File: config.mk
export PLATFORM = sky130hd
export DESIGN_NAME = uart_hex_formatter
export DESIGN_NICKNAME = d
export VERILOG_FILES = /design/src/rtl/uart_hex_formatter.sv
export SDC_FILE = /design/constraint.sdc
export NUM_CORES = 1
export LEC_CHECK = 0
export CAP_MARGIN = 5
export CORE_MARGIN = 1.5
export CORE_UTILIZATION = 25
export DETAILED_ROUTE_END_ITERATION = 8
export PLACE_DENSITY_LB_ADDON = 0.12
export SLEW_MARGIN = 15
export SYNTH_ARGS = -nofsm -noshare
export SYNTH_HDL_FRONTEND = slang
export SYNTH_SLANG_ARGS = --single-unit
File: constraint.sdc
create_clock -name clk -period 4 [get_ports clk]
set_input_delay 0.6 -clock clk [delete_from_list [all_inputs] [get_ports clk]]
set_output_delay 0.6 -clock clk [all_outputs]
set_load 0.05 [all_outputs]
File: src/rtl/uart_hex_formatter.sv
// Formats a binary value as an uppercase ASCII hex line and streams it to the
// UART transmitter one byte per send/tx_done handshake, with a one-deep pending slot.
module uart_hex_formatter #(
   parameter int         DIGITS  = 4,
   parameter logic [7:0] PREFIX  = 8'h00,
   parameter bit         CRLF    = 1'b1,
   parameter int         TIMEOUT = 32
) (
   input  logic                clk,
   input  logic                reset,
   input  logic [4*DIGITS-1:0] val_in,
   input  logic                val_stb,
   input  logic                clr,
   input  logic                tx_done,
   output logic                send,
   output logic [7:0]          to_send,
   output logic                busy,
   output logic                ovf,
   output logic                err
);

   localparam int VW  = 4*DIGITS;
   localparam int PFX = (PREFIX != 8'h00) ? 1 : 0;
   localparam int L   = PFX + DIGITS + (CRLF ? 2 : 0);
   localparam int IW  = $clog2(L+1);
   localparam int TW  = $clog2(TIMEOUT+1);

   typedef enum logic [1:0] {IDLE, ARM, SEND, WAIT_DONE} state_e;

   state_e          state_q, state_d;
   logic [VW-1:0]   shadow_q, shadow_d;
   logic [VW-1:0]   pend_q, pend_d;
   logic            pend_vld_q, pend_vld_d;
   logic [IW-1:0]   idx_q, idx_d;
   logic [TW-1:0]   tmo_q, tmo_d;
   logic            send_q, send_d;
   logic [7:0]      to_send_q, to_send_d;
   logic            ovf_q, ovf_d;
   logic            err_q, err_d;

   function automatic logic [7:0] hex_char(input logic [3:0] n);
      return (n < 4'd10) ? (8'h30 + {4'h0, n}) : (8'h37 + {4'h0, n});
   endfunction

   // Byte layout: [prefix] digits MSB-first [CR LF]
   function automatic logic [7:0] byte_at(input logic [IW-1:0] idx, input logic [VW-1:0] v);
      int d;
      d = int'(idx) - PFX;
      if (d < 0)       return PREFIX;
      if (d < DIGITS)  return hex_char(v[4*(DIGITS-1-d) +: 4]);
      if (d == DIGITS) return 8'h0D;
      return 8'h0A;
   endfunction

   always_ff @(posedge clk or negedge reset) begin
      if (!reset) begin
         state_q    <= IDLE;
         shadow_q   <= '0;
         pend_q     <= '0;
         pend_vld_q <= 1'b0;
         idx_q      <= '0;
         tmo_q      <= '0;
         send_q     <= 1'b0;
         to_send_q  <= 8'h00;
         ovf_q      <= 1'b0;
         err_q      <= 1'b0;
      end else begin
         state_q    <= state_d;
         shadow_q   <= shadow_d;
         pend_q     <= pend_d;
         pend_vld_q <= pend_vld_d;
         idx_q      <= idx_d;
         tmo_q      <= tmo_d;
         send_q     <= send_d;
         to_send_q  <= to_send_d;
         ovf_q      <= ovf_d;
         err_q      <= err_d;
      end
   end

   always_comb begin
      logic stb_to_pend, ovf_set, err_set, tmo_hit;
      state_d     = state_q;
      shadow_d    = shadow_q;
      pend_d      = pend_q;
      pend_vld_d  = pend_vld_q;
      idx_d       = idx_q;
      tmo_d       = tmo_q;
      stb_to_pend = 1'b0;
      ovf_set     = 1'b0;
      err_set     = 1'b0;
      tmo_hit     = (tmo_q == TW'(TIMEOUT-1));
      case (state_q)
         IDLE: begin
            if (pend_vld_q) begin
               shadow_d    = pend_q;
               pend_vld_d  = 1'b0;
               state_d     = ARM;
               stb_to_pend = val_stb;
            end else if (val_stb) begin
               shadow_d = val_in;
               state_d  = ARM;
            end
         end
         ARM, SEND: begin
            if (tmo_hit) begin
               // Abort the line; a pending value survives and starts next
               err_set = 1'b1;
               idx_d   = '0;
               state_d = IDLE;
            end else begin
               tmo_d = tmo_q + TW'(1);
               if (state_q == ARM && tx_done)        state_d = SEND;
               else if (state_q == SEND && !tx_done) state_d = WAIT_DONE;
            end
         end
         default: begin
            if (tx_done) begin
               if (idx_q == IW'(L-1)) begin
                  idx_d   = '0;
                  state_d = IDLE;
               end else begin
                  idx_d   = idx_q + IW'(1);
                  state_d = ARM;
               end
            end
         end
      endcase
      if (state_q != IDLE) stb_to_pend = val_stb;
      if (stb_to_pend) begin
         if (!pend_vld_d) begin
            pend_d     = val_in;
            pend_vld_d = 1'b1;
         end else begin
            ovf_set = 1'b1;
         end
      end
      if (state_d == ARM && state_q != ARM) tmo_d = '0;
      ovf_d = ovf_set | (ovf_q & ~clr);
      err_d = err_set | (err_q & ~clr);
   end

   always_comb begin
      send_d    = (state_d == SEND);
      to_send_d = (state_d == ARM) ? byte_at(idx_d, shadow_d) : to_send_q;
   end

   assign send    = send_q;
   assign to_send = to_send_q;
   assign busy    = (state_q != IDLE) | pend_vld_q;
   assign ovf     = ovf_q;
   assign err     = err_q;

endmodule

==> impl_metrics.json, run 1 <==
{
  "vdd_ir_drop_max_v": 0.000304,
  "synth-async-reset-ratio_pct": 100,
  "final_hold_viol_count": 0,
  "p_per_area_nw_per_um2": 965,
  "dp_slack_ns": 0.550,
  "yosys.area.top_type": "dfrtp_1",
  "die_x_um": 109,
  "portBuffers": 31,
  "start_kind": "flip-flop",
  "timing.critical_path.slowest_cell_delay_ns": 0.48,
  "cts_tree": "yes",
  "setup_viol": 0,
  "cts_buffers": 5,
  "nets": 319,
  "cts_max_level": 2,
  "ys_warn_count": 0,
  "avgSynthCellArea_um2": 10.8,
  "area_growth_syn_to_layout_pct": 22.1,
  "synth_most_common_cell": "dfrtp_1",
  "layout-drive-gt1-share_pct": 16.7,
  "path_buf_inv": 4,
  "placementRows": 38,
  "dpl.hpwl_um": 4910,
  "fin_ws_ns": 0.779,
  "clock_skew_ns": 0.00917,
  "routed_wl_um": 6960,
  "synth_edf_count": 0,
  "syn_nets": 286,
  "crit_type": "reg -> reg",
  "period_needed_ns": 3.22,
  "drtPass1Iterations": 4,
  "grt_setup_unrepaired": "false",
  "cp.required_ns": 4.21,
  "die-area_um2": 11800,
  "netlist_instances": 259,
  "hold_buffers": 0,
  "cts_setup_buffers": 0,
  "path_max_fanout": 22,
  "die_y_um": 109,
  "synth_top_cell_area_share_pct": 48.4,
  "grt.total_usage_pct": 12.8,
  "leakage_uw": 0.00148,
  "worstHoldPathType": "in -> async",
  "grt_max_degree": 35,
  "crit_slowest_cell": "dfrtp_1",
  "grt_overflow_total": 0,
  "clockRootBuffer": "clkbuf_8",
  "tightestPinTransition_ns": 0.841,
  "maxCapViolCount": 0,
  "slew_viol_final": 0,
  "drtAntennaViolNets": 0,
  "critPathTopFamily": "simple AND/OR/NAND/NOR gates",
  "drcViolationCount": 0,
  "synthFlopType": "dfrtp_1",
  "insertion_delay_ns": 0.31,
  "cts_sinks": 54,
  "path_cells": "inv_1 > ha_1 > buf_4 > nor3b_1 > a21o_4 > inv_2 > mux2i_1 > mux2_2 > or2_2 > ha_1 > inv_1 > o2111ai_1 > a22o_1",
  "synthTopCellsByArea": "dfrtp_1 48%, mux2_2 6.9%, a22o_1 5.3%, nand2_1 4.0%, ha_1 2.7%",
  "pin_count": 33,
  "max_freq_ghz": 0.310,
  "clkTransAtPathRegs_ns": 0.11,
  "synth_common_cells": "54 x dfrtp_1, 30 x nand2_1, 17 x a22o_1, 17 x mux2_2, 17 x nor2_1",
  "endpoint_kind": "flip-flop",
  "core_area_um2": 10800,
  "cts_resized": 0,
  "gp_congestion": 0.768,
  "grt_pass1_wl_um": 11600,
  "drt_iter0_drc": 106,
  "synth_cell_types": 59,
  "status": "finished, final reports clean",
  "start_util_pct": 25.8,
  "maxSlewHeadroom_pct": 44.0,
  "antenna_found_initial": 0,
  "vias": 2076,
  "netlist_area_um2": 2790,
  "wl_per_cell_um": 16.1,
  "clk_path_buf_depth": 2,
  "synth_seq_cells": 54,
  "viasPerCell": 4.79,
  "ys_seq_area_share_pct": 48.4,
  "arrival_ns": 3.43,
  "diodes": 0,
  "tns_ns": 0,
  "grt_pass1_vias": 2101,
  "fin_crit_sh_pct": 80.5
}
## registers in the layout, indices dropped and copies added, names as in the netlist
name        count
err             1
idx_q           3
ovf             1
pend_q         16
pend_vld_q      1
send            1
shadow_q       16
state_q         2
tmo_q           6
to_send         7
## path summary, 6_finish.rpt
check / slack (ns) / cells past startpoint / from / to
max in group asynchronous: 2.79 / 2 / reset / idx_q[1]$_DFF_PN0_
max: 0.78 / 13 / state_q[0]$_DFF_PN0_ / to_send[4]$_DFFE_PN0N_
max reg2reg: 0.78 / 13 / state_q[0]$_DFF_PN0_ / to_send[4]$_DFFE_PN0N_
min reg2reg: 0.48 / 2 / shadow_q[6]$_DFF_PN0_ / shadow_q[6]$_DFF_PN0_
min in group clk: 0.48 / 2 / shadow_q[6]$_DFF_PN0_ / shadow_q[6]$_DFF_PN0_
min: 0.38 / 1 / reset / pend_q[5]$_DFFE_PN0P_
## cell type report
cell class	count	area, um2
clock buffers	5	68.8
clock inverters	3	68.8
fillers	1113	7430
inverters	12	47.5
multi-input cells	181	1340
flip-flops and latches	54	1350
well taps	140	175
repair buffers	38	358
## power breakdown
part / switching (uW) / total, uW / leakage, uW / internal [uW]
Clock: 200 / 451 / 0.0000683 / 251
Sequential: 160 / 960 / 0.000665 / 800
Combinational: 1090 / 1880 / 0.000751 / 786
Total: 1450 / 3290 / 0.00148 / 1840
## worst reg2reg max path, stage by stage, from the launching register on
cell and delay, ns:
dfrtp_1 0.48, inv_1 0.10, ha_1 0.22, buf_4 0.21, nor3b_1 0.43, a21o_4 0.24
inv_2 0.10, mux2i_1 0.13, mux2_2 0.29, or2_2 0.28, ha_1 0.18, inv_1 0.09
o2111ai_1 0.15, a22o_1 0.23
## placed cells by master (no fill, tap or decap), types with 6 or more instances in the layout
master and count:
a21oi_1 7, a22o_1 17, buf_4 7, clkdlybuf4s50_1 30, dfrtp_1 54, ha_1 6, inv_1 9, mux2_2 17
nand2_1 30, nor2_1 17
## layer usage
layer / GRT usage, % / vias to the layer above / share of wire (%)
met3: 2.45 / 4 / 2.5
met4: 3.20 / 0 / 0.78
li1: - / 1005 / -
met1: 18.6 / 1041 / 51
met2: 19.5 / 26 / 46
met5: 0 / - / 0
## kinds of logic after synthesis
family          after synthesis  synth area share [%]
simple gates                 80                  14.9
buf+inv                      24                  3.63
mux                          20                  7.93
other cells                   1                 0.134
fa+ha+maj                     6                  2.69
xor+xnor                      6                  1.88
compound gates               68                  20.4
flops                        54                  48.4
## stage by stage
stage	utilization, %	cells	total power, uW	hold slack, ns	area [um2]
2_1_floorplan	-	259	2360	0.304	2790
3_3_place_gp	30.2	425	2870	0.455	3270
3_5_place_dp	30.2	425	2860	0.461	3270
4_1_cts	31.4	433	3320	0.416	3410
5_1_grt	31.4	433	3570	0.431	3410
6_report	31.4	433	3290	0.375	3410
No activity file was read; power rests on OpenSTA's default activity.
==> run 2: changes to the inputs <==
==> constraint.sdc (replaced) <==
create_clock -name clk -period 2.6 [get_ports clk]
set_input_delay 0.39 -clock clk [delete_from_list [all_inputs] [get_ports clk]]
set_output_delay 0.39 -clock clk [all_outputs]
set_load 0.05 [all_outputs]
==> run 2 against run 1 <==
  * The run now ends with setup timing left
  * Design area up 19%
  * Die area unchanged
  * Power increased by 92%
  * Largest cell class is now multi-input gates
==> impl_metrics.json, run 2 (synthesized netlist as in run 1, its figures left out) <==
{
  "r2r_slack_ns": -0.09,
  "hold_buffers": 0,
  "gp_congestion": 0.733,
  "top_usage_layer": "met2",
  "vdd_ir_drop_max_v": 0.000538,
  "pin_count": 33,
  "clkTransAtPathRegs_ns": 0.10,
  "placementRows": 38,
  "start_util_pct": 25.8,
  "wl_per_cell_um": 14.1,
  "fill_cells": 1126,
  "drcViolationCount": 0,
  "tightestPinTransition_ns": 0.646,
  "slew_viol_final": 0,
  "drtPass1Iterations": 4,
  "r2r_cells": 10,
  "p_int_uw": 3730,
  "insertion_delay_ns": 0.31,
  "die_y_um": 109,
  "status": "complete, but fails checks",
  "clock_power_share_pct": 8.0,
  "core_area_um2": 10800,
  "mostFrequentLayoutCell": "buf_4",
  "grt_overflow_total": 0,
  "final_hold_viol_count": 0,
  "dpl.cell_count": 482,
  "p_per_area_nw_per_um2": 1560,
  "crit_slowest_cell": "or4_4",
  "max_freq_ghz": 0.371,
  "antenna_found_initial": 0,
  "viasPerCell": 4.56,
  "grt_setup_unrepaired": "true",
  "cts_max_level": 2,
  "rr_startpoint": "state_q[0]$_DFF_PN0_",
  "hold_ws_ns": 0.0905,
  "violations": "setup timing",
  "clockRootBuffer": "clkbuf_8",
  "diodes": 0,
  "vias": 2272,
  "routed_wl_um": 7040,
  "power.share.sequential_pct": 22.8,
  "leakage_uw": 0.00182,
  "maxSlewHeadroom_pct": 57.0,
  "fin_crit_sh_pct": 104,
  "clock_skew_ns": 0.00491,
  "layout-drive-gt1-share_pct": 36.9,
  "power_uw": 6300,
  "layout_common_cells": "65 x buf_4, 54 x dfrtp_1, 29 x nand2_1, 29 x clkdlybuf4s50_1, 17 x a22o_1",
  "setup_viol": 6,
  "die_x_um": 109,
  "start_kind": "flip-flop",
  "cts_sinks": 54,
  "met3_usage_pct": 2.09,
  "grt_use_met2_pct": 19.7,
  "drt_iter0_drc": 64,
  "grt_max_degree": 30,
  "pwr-share-comb_pct": 69.2,
  "cp.required_ns": 2.80,
  "area_growth_syn_to_layout_pct": 45.0,
  "grt_pass1_wl_um": 11700,
  "fin_ws_ns": -0.0940,
  "clk_path_buf_depth": 2,
  "grt.total_usage_pct": 12.7,
  "timing.critical_path.slowest_cell_delay_ns": 0.54,
  "portBuffers": 31,
  "dpl.hpwl_um": 5260,
  "cts_buffers": 5,
  "dp_slack_ns": -0.282,
  "met1_usage_pct": 18.4,
  "endpoint_kind": "flip-flop",
  "power.net_switching_uw": 2570,
  "maxCapViolCount": 0,
  "reg2reg_to": "to_send[4]$_DFFE_PN0N_",
  "fin_util_pct": 37.3,
  "die-area_um2": 11800,
  "drtAntennaViolNets": 0,
  "cts_tree": "yes",
  "path_max_fanout": 4,
  "grt_pass1_vias": 2296,
  "timing.critical_path.mode_cell": "ha_4",
  "crit_type": "reg -> reg",
  "swShare_pct": 40.8,
  "nets": 384,
  "fin_cells": 498,
  "arrival_ns": 2.90,
  "period_needed_ns": 2.69,
  "worstHoldPathType": "in -> async",
  "path_cells": "inv_2 > ha_4 > or4_4 > a31oi_4 > mux2_4 > or2_4 > ha_4 > inv_4 > o2111ai_4 > a22o_1"
}
[run 2: cell count changes in the layout (fill, tap and decap cells not counted), sizes merged]
cell / change
bufinv: -2
buf: +66
clkbuf: +2
clkdlybuf4s50: -1
[run 2: cell type report]
cell class	count	area [um2]	share of cell area [%]
Multi-Input combinational cell	181	1470	36.3
Sequential cell	54	1350	33.4
Timing Repair Buffer	103	908	22.4
Tap cell	140	175	4.33
Clock buffer	7	86.3	2.13
Inverter	12	50.0	1.24
Clock inverter	1	5.00	0.124
[run 2: worst max-delay path by stage]
stage	startpoint	cells after the start	slack, ns	end
2_1_floorplan	state_q[0]$_DFF_PN0_	12	-0.04	to_send[2]$_DFFE_PN0N_
3_3_place_gp	val_stb	15	-0.23	to_send[2]$_DFFE_PN0N_
3_5_place_dp	val_stb	15	-0.28	to_send[2]$_DFFE_PN0N_
4_1_cts	tmo_q[1]$_DFFE_PN0P_	10	-0.15	to_send[4]$_DFFE_PN0N_
5_1_grt	state_q[0]$_DFF_PN0_	10	-0.20	to_send[4]$_DFFE_PN0N_
6_report	state_q[0]$_DFF_PN0_	10	-0.09	to_send[4]$_DFFE_PN0N_
[run 2: critical path, delay by kind of cell, from the launching register on]
kind            cells  cell delay (ns)
compound gates      3             0.56
fa+ha+maj           2             0.34
buf+inv             2             0.13
flops               1             0.42
mux                 1             0.33
simple gates        2             0.80
[run 2: power by group through the flow]
stage               sequential, uW  clock [uW]  combinational [uW]
floorplan                     1620           0                2140
global placement              1440           0                3880
detailed placement            1440           0                3860
CTS                           1440         541                4090
global route                  1490         572                4740
finish                        1440         502                4360
[run 2: per-stage QoR]
step	cell area [um2]	setup TNS [ns]
final	4050	-0.337
after global routing	4050	-1.10
after CTS	3940	-0.607
after detailed placement	3780	-1.35
after global placement	3780	-1.23
after floorplan	2830	-0.0894
[run 2: what timing repair did]
| item | 4_1_cts | 5_1_grt |
|---|---|---|
| pin swaps | 4 | 8 |
| endpoints found under the setup margin | 7 | 7 |
| gates resized for setup | 10 | 13 |
| buffers inserted | 3 | 5 |
[run 2: metal layers]
layer / routed length, um / vias up
met3: 198 / 6
li1: - / 1153
met5: 0 / -
met1: 3560 / 1081
met4: 77 / 0
met2: 3200 / 32
==> run 3: changes to the inputs <==
--- a/config.mk
+++ b/config.mk
@@ -6,7 +6,6 @@
 export NUM_CORES = 1
 export LEC_CHECK = 0
 export CAP_MARGIN = 5
-export CORE_MARGIN = 1.5
 export CORE_UTILIZATION = 25
 export DETAILED_ROUTE_END_ITERATION = 8
 export PLACE_DENSITY_LB_ADDON = 0.12
==> run 3 against run 2 <==
  * The flow still finishes with violations (setup timing)
  * Combinational power grew 2%
  * Clock power grew 12%
  * Maximum frequency increased by 1.6%
  * Via count increased by 2.3%
  * Sequential cell count unchanged
  * Global-route usage is 0.83 points higher
  * Final cell count is 2.0% higher
  * Hold slack got worse by 0.011 ns
  * Register-to-register slack improved by 0.04 ns
  * Design area increased by 3.6%
  * Clock-buffer cell count grew 1
  * Power up 2.5%
  * Largest cell class unchanged
  * Largest power group unchanged
==> impl_metrics.json, run 3 (synthesized netlist as in run 1, its figures left out) <==
{
  "tns_ns": -0.0856,
  "max_freq_ghz": 0.377,
  "clk_path_buf_depth": 2,
  "diodes": 0,
  "period_needed_ns": 2.65,
  "path_cells": "ha_4 > nand3b_4 > or4_4 > a31oi_4 > mux2_4 > or2_4 > ha_4 > inv_4 > o2111ai_4 > a22o_1",
  "clockRootBuffer": "clkbuf_8",
  "crit_type": "reg -> reg",
  "die-area_um2": 11600,
  "portBuffers": 31,
  "pin_count": 33,
  "cts_buffers": 5,
  "grt_pass1_vias": 2365,
  "fin_cells": 508,
  "grt.total_usage_pct": 13.6,
  "timing.critical_path.mode_cell": "ha_4",
  "die_x_um": 108,
  "gp_congestion": 0.746,
  "critPathTopFamily": "simple AND/OR/NAND/NOR gates",
  "leakage_uw": 0.00189,
  "maxCapViolCount": 0,
  "grt_setup_unrepaired": "true",
  "worstHoldPathType": "in -> async",
  "drtPass1Iterations": 4,
  "maxSlewHeadroom_pct": 58.7,
  "slew_viol_final": 0,
  "arrival_ns": 2.85,
  "mostFrequentLayoutCell": "buf_4",
  "start_kind": "flip-flop",
  "hold_ws_ns": 0.0798,
  "wl_per_cell_um": 13.9,
  "core_area_um2": 10800,
  "drcViolationCount": 0,
  "drtAntennaViolNets": 0,
  "area_growth_syn_to_layout_pct": 50.2,
  "path_max_fanout": 3,
  "cts_max_level": 2,
  "grt_pass1_wl_um": 12200,
  "routed_wl_um": 7090,
  "path_buf_inv": 1,
  "timing.critical_path.slowest_cell_delay_ns": 0.54,
  "layout-drive-gt1-share_pct": 40.8,
  "fill_cells": 1076,
  "final_hold_viol_count": 0,
  "violations": "setup timing",
  "fin_ws_ns": -0.0513,
  "vias": 2325,
  "drt_iter0_drc": 66,
  "crit_slowest_cell": "or4_4",
  "status": "complete, but fails checks",
  "insertion_delay_ns": 0.31,
  "cp.required_ns": 2.80,
  "fin_crit_sh_pct": 102,
  "start_util_pct": 25.8,
  "clock_skew_ns": 0.00960,
  "viasPerCell": 4.58,
  "nets": 394,
  "cts_sinks": 54,
  "grt_overflow_total": 0,
  "die_y_um": 108,
  "clkTransAtPathRegs_ns": 0.10,
  "tightestPinTransition_ns": 0.620,
  "layout_common_cells": "73 x buf_4, 54 x dfrtp_1, 29 x clkdlybuf4s50_1",
  "fin_util_pct": 38.7,
  "dpl.cell_count": 490,
  "placementRows": 38,
  "dpl.hpwl_um": 5350,
  "p_per_area_nw_per_um2": 1540,
  "cts_tree": "yes",
  "power_uw": 6460,
  "setup_viol": 3,
  "endpoint_kind": "flip-flop",
  "antenna_found_initial": 0,
  "vdd_ir_drop_max_v": 0.000623,
  "grt_max_degree": 31
}
## run 3: cell types whose count changed in the layout (fill, tap and decap cells not counted), sizes merged
cell,delta
buf,+10
clkbuf,+1
clkinv,-1
## run 3: layout make-up
type                       count  area, um2  share of cell area (%)
multi-input combinational    181       1520                    36.3
sequential                    54       1350                    32.2
timing repair buffer         113        982                    23.4
tap                          140        175                    4.18
clock buffer                   8        110                    2.63
inverter                      12       52.6                    1.25
## run 3: where the power goes
group / switching (uW) / internal, uW
registers: 220 / 1230
logic: 2110 / 2340
clock network: 294 / 270
## run 3: repair_timing
action / CTS / global route
setup buffers: 4 / 6
hold buffers: 0 / 0
pin swaps: 10 / 12
hold endpoints to repair: 0 / 0
gates resized for setup: 15 / 21
setup endpoints to repair: 6 / 7
## run 3: path summary, 6_finish.rpt
kind | startpoint | end | slack (ns) | cells after the start
min in group clk | to_send[6]$_DFFE_PN0N_ | to_send[6]$_DFFE_PN0N_ | 0.48 | 2
min reg2reg | to_send[6]$_DFFE_PN0N_ | to_send[6]$_DFFE_PN0N_ | 0.48 | 2
max in group asynchronous | reset | shadow_q[7]$_DFF_PN0_ | 1.92 | 2
min | reset | tmo_q[0]$_DFFE_PN0P_ | 0.08 | 1
max reg2reg | tmo_q[0]$_DFFE_PN0P_ | to_send[4]$_DFFE_PN0N_ | -0.05 | 10
max | tmo_q[0]$_DFFE_PN0P_ | to_send[4]$_DFFE_PN0N_ | -0.05 | 10
## run 3: metrics by stage
| stage | setup WS [ns] | cell area (um2) |
|---|---|---|
| after floorplan | -0.0448 | 2830 |
| after global placement | -0.316 | 3830 |
| after detailed placement | -0.364 | 3830 |
| after CTS | -0.146 | 4040 |
| after global routing | -0.156 | 4190 |
| final | -0.0513 | 4190 |
## run 3: layer usage
layer  vias to the layer above  share of wire (%)  GRT usage, %
met1                      1119                 51          19.2
met2                        31                 46          21.2
li1                       1171                  -             -
met3                         4                2.7          2.54
met5                         -                  0             0
met4                         0               0.64          3.42
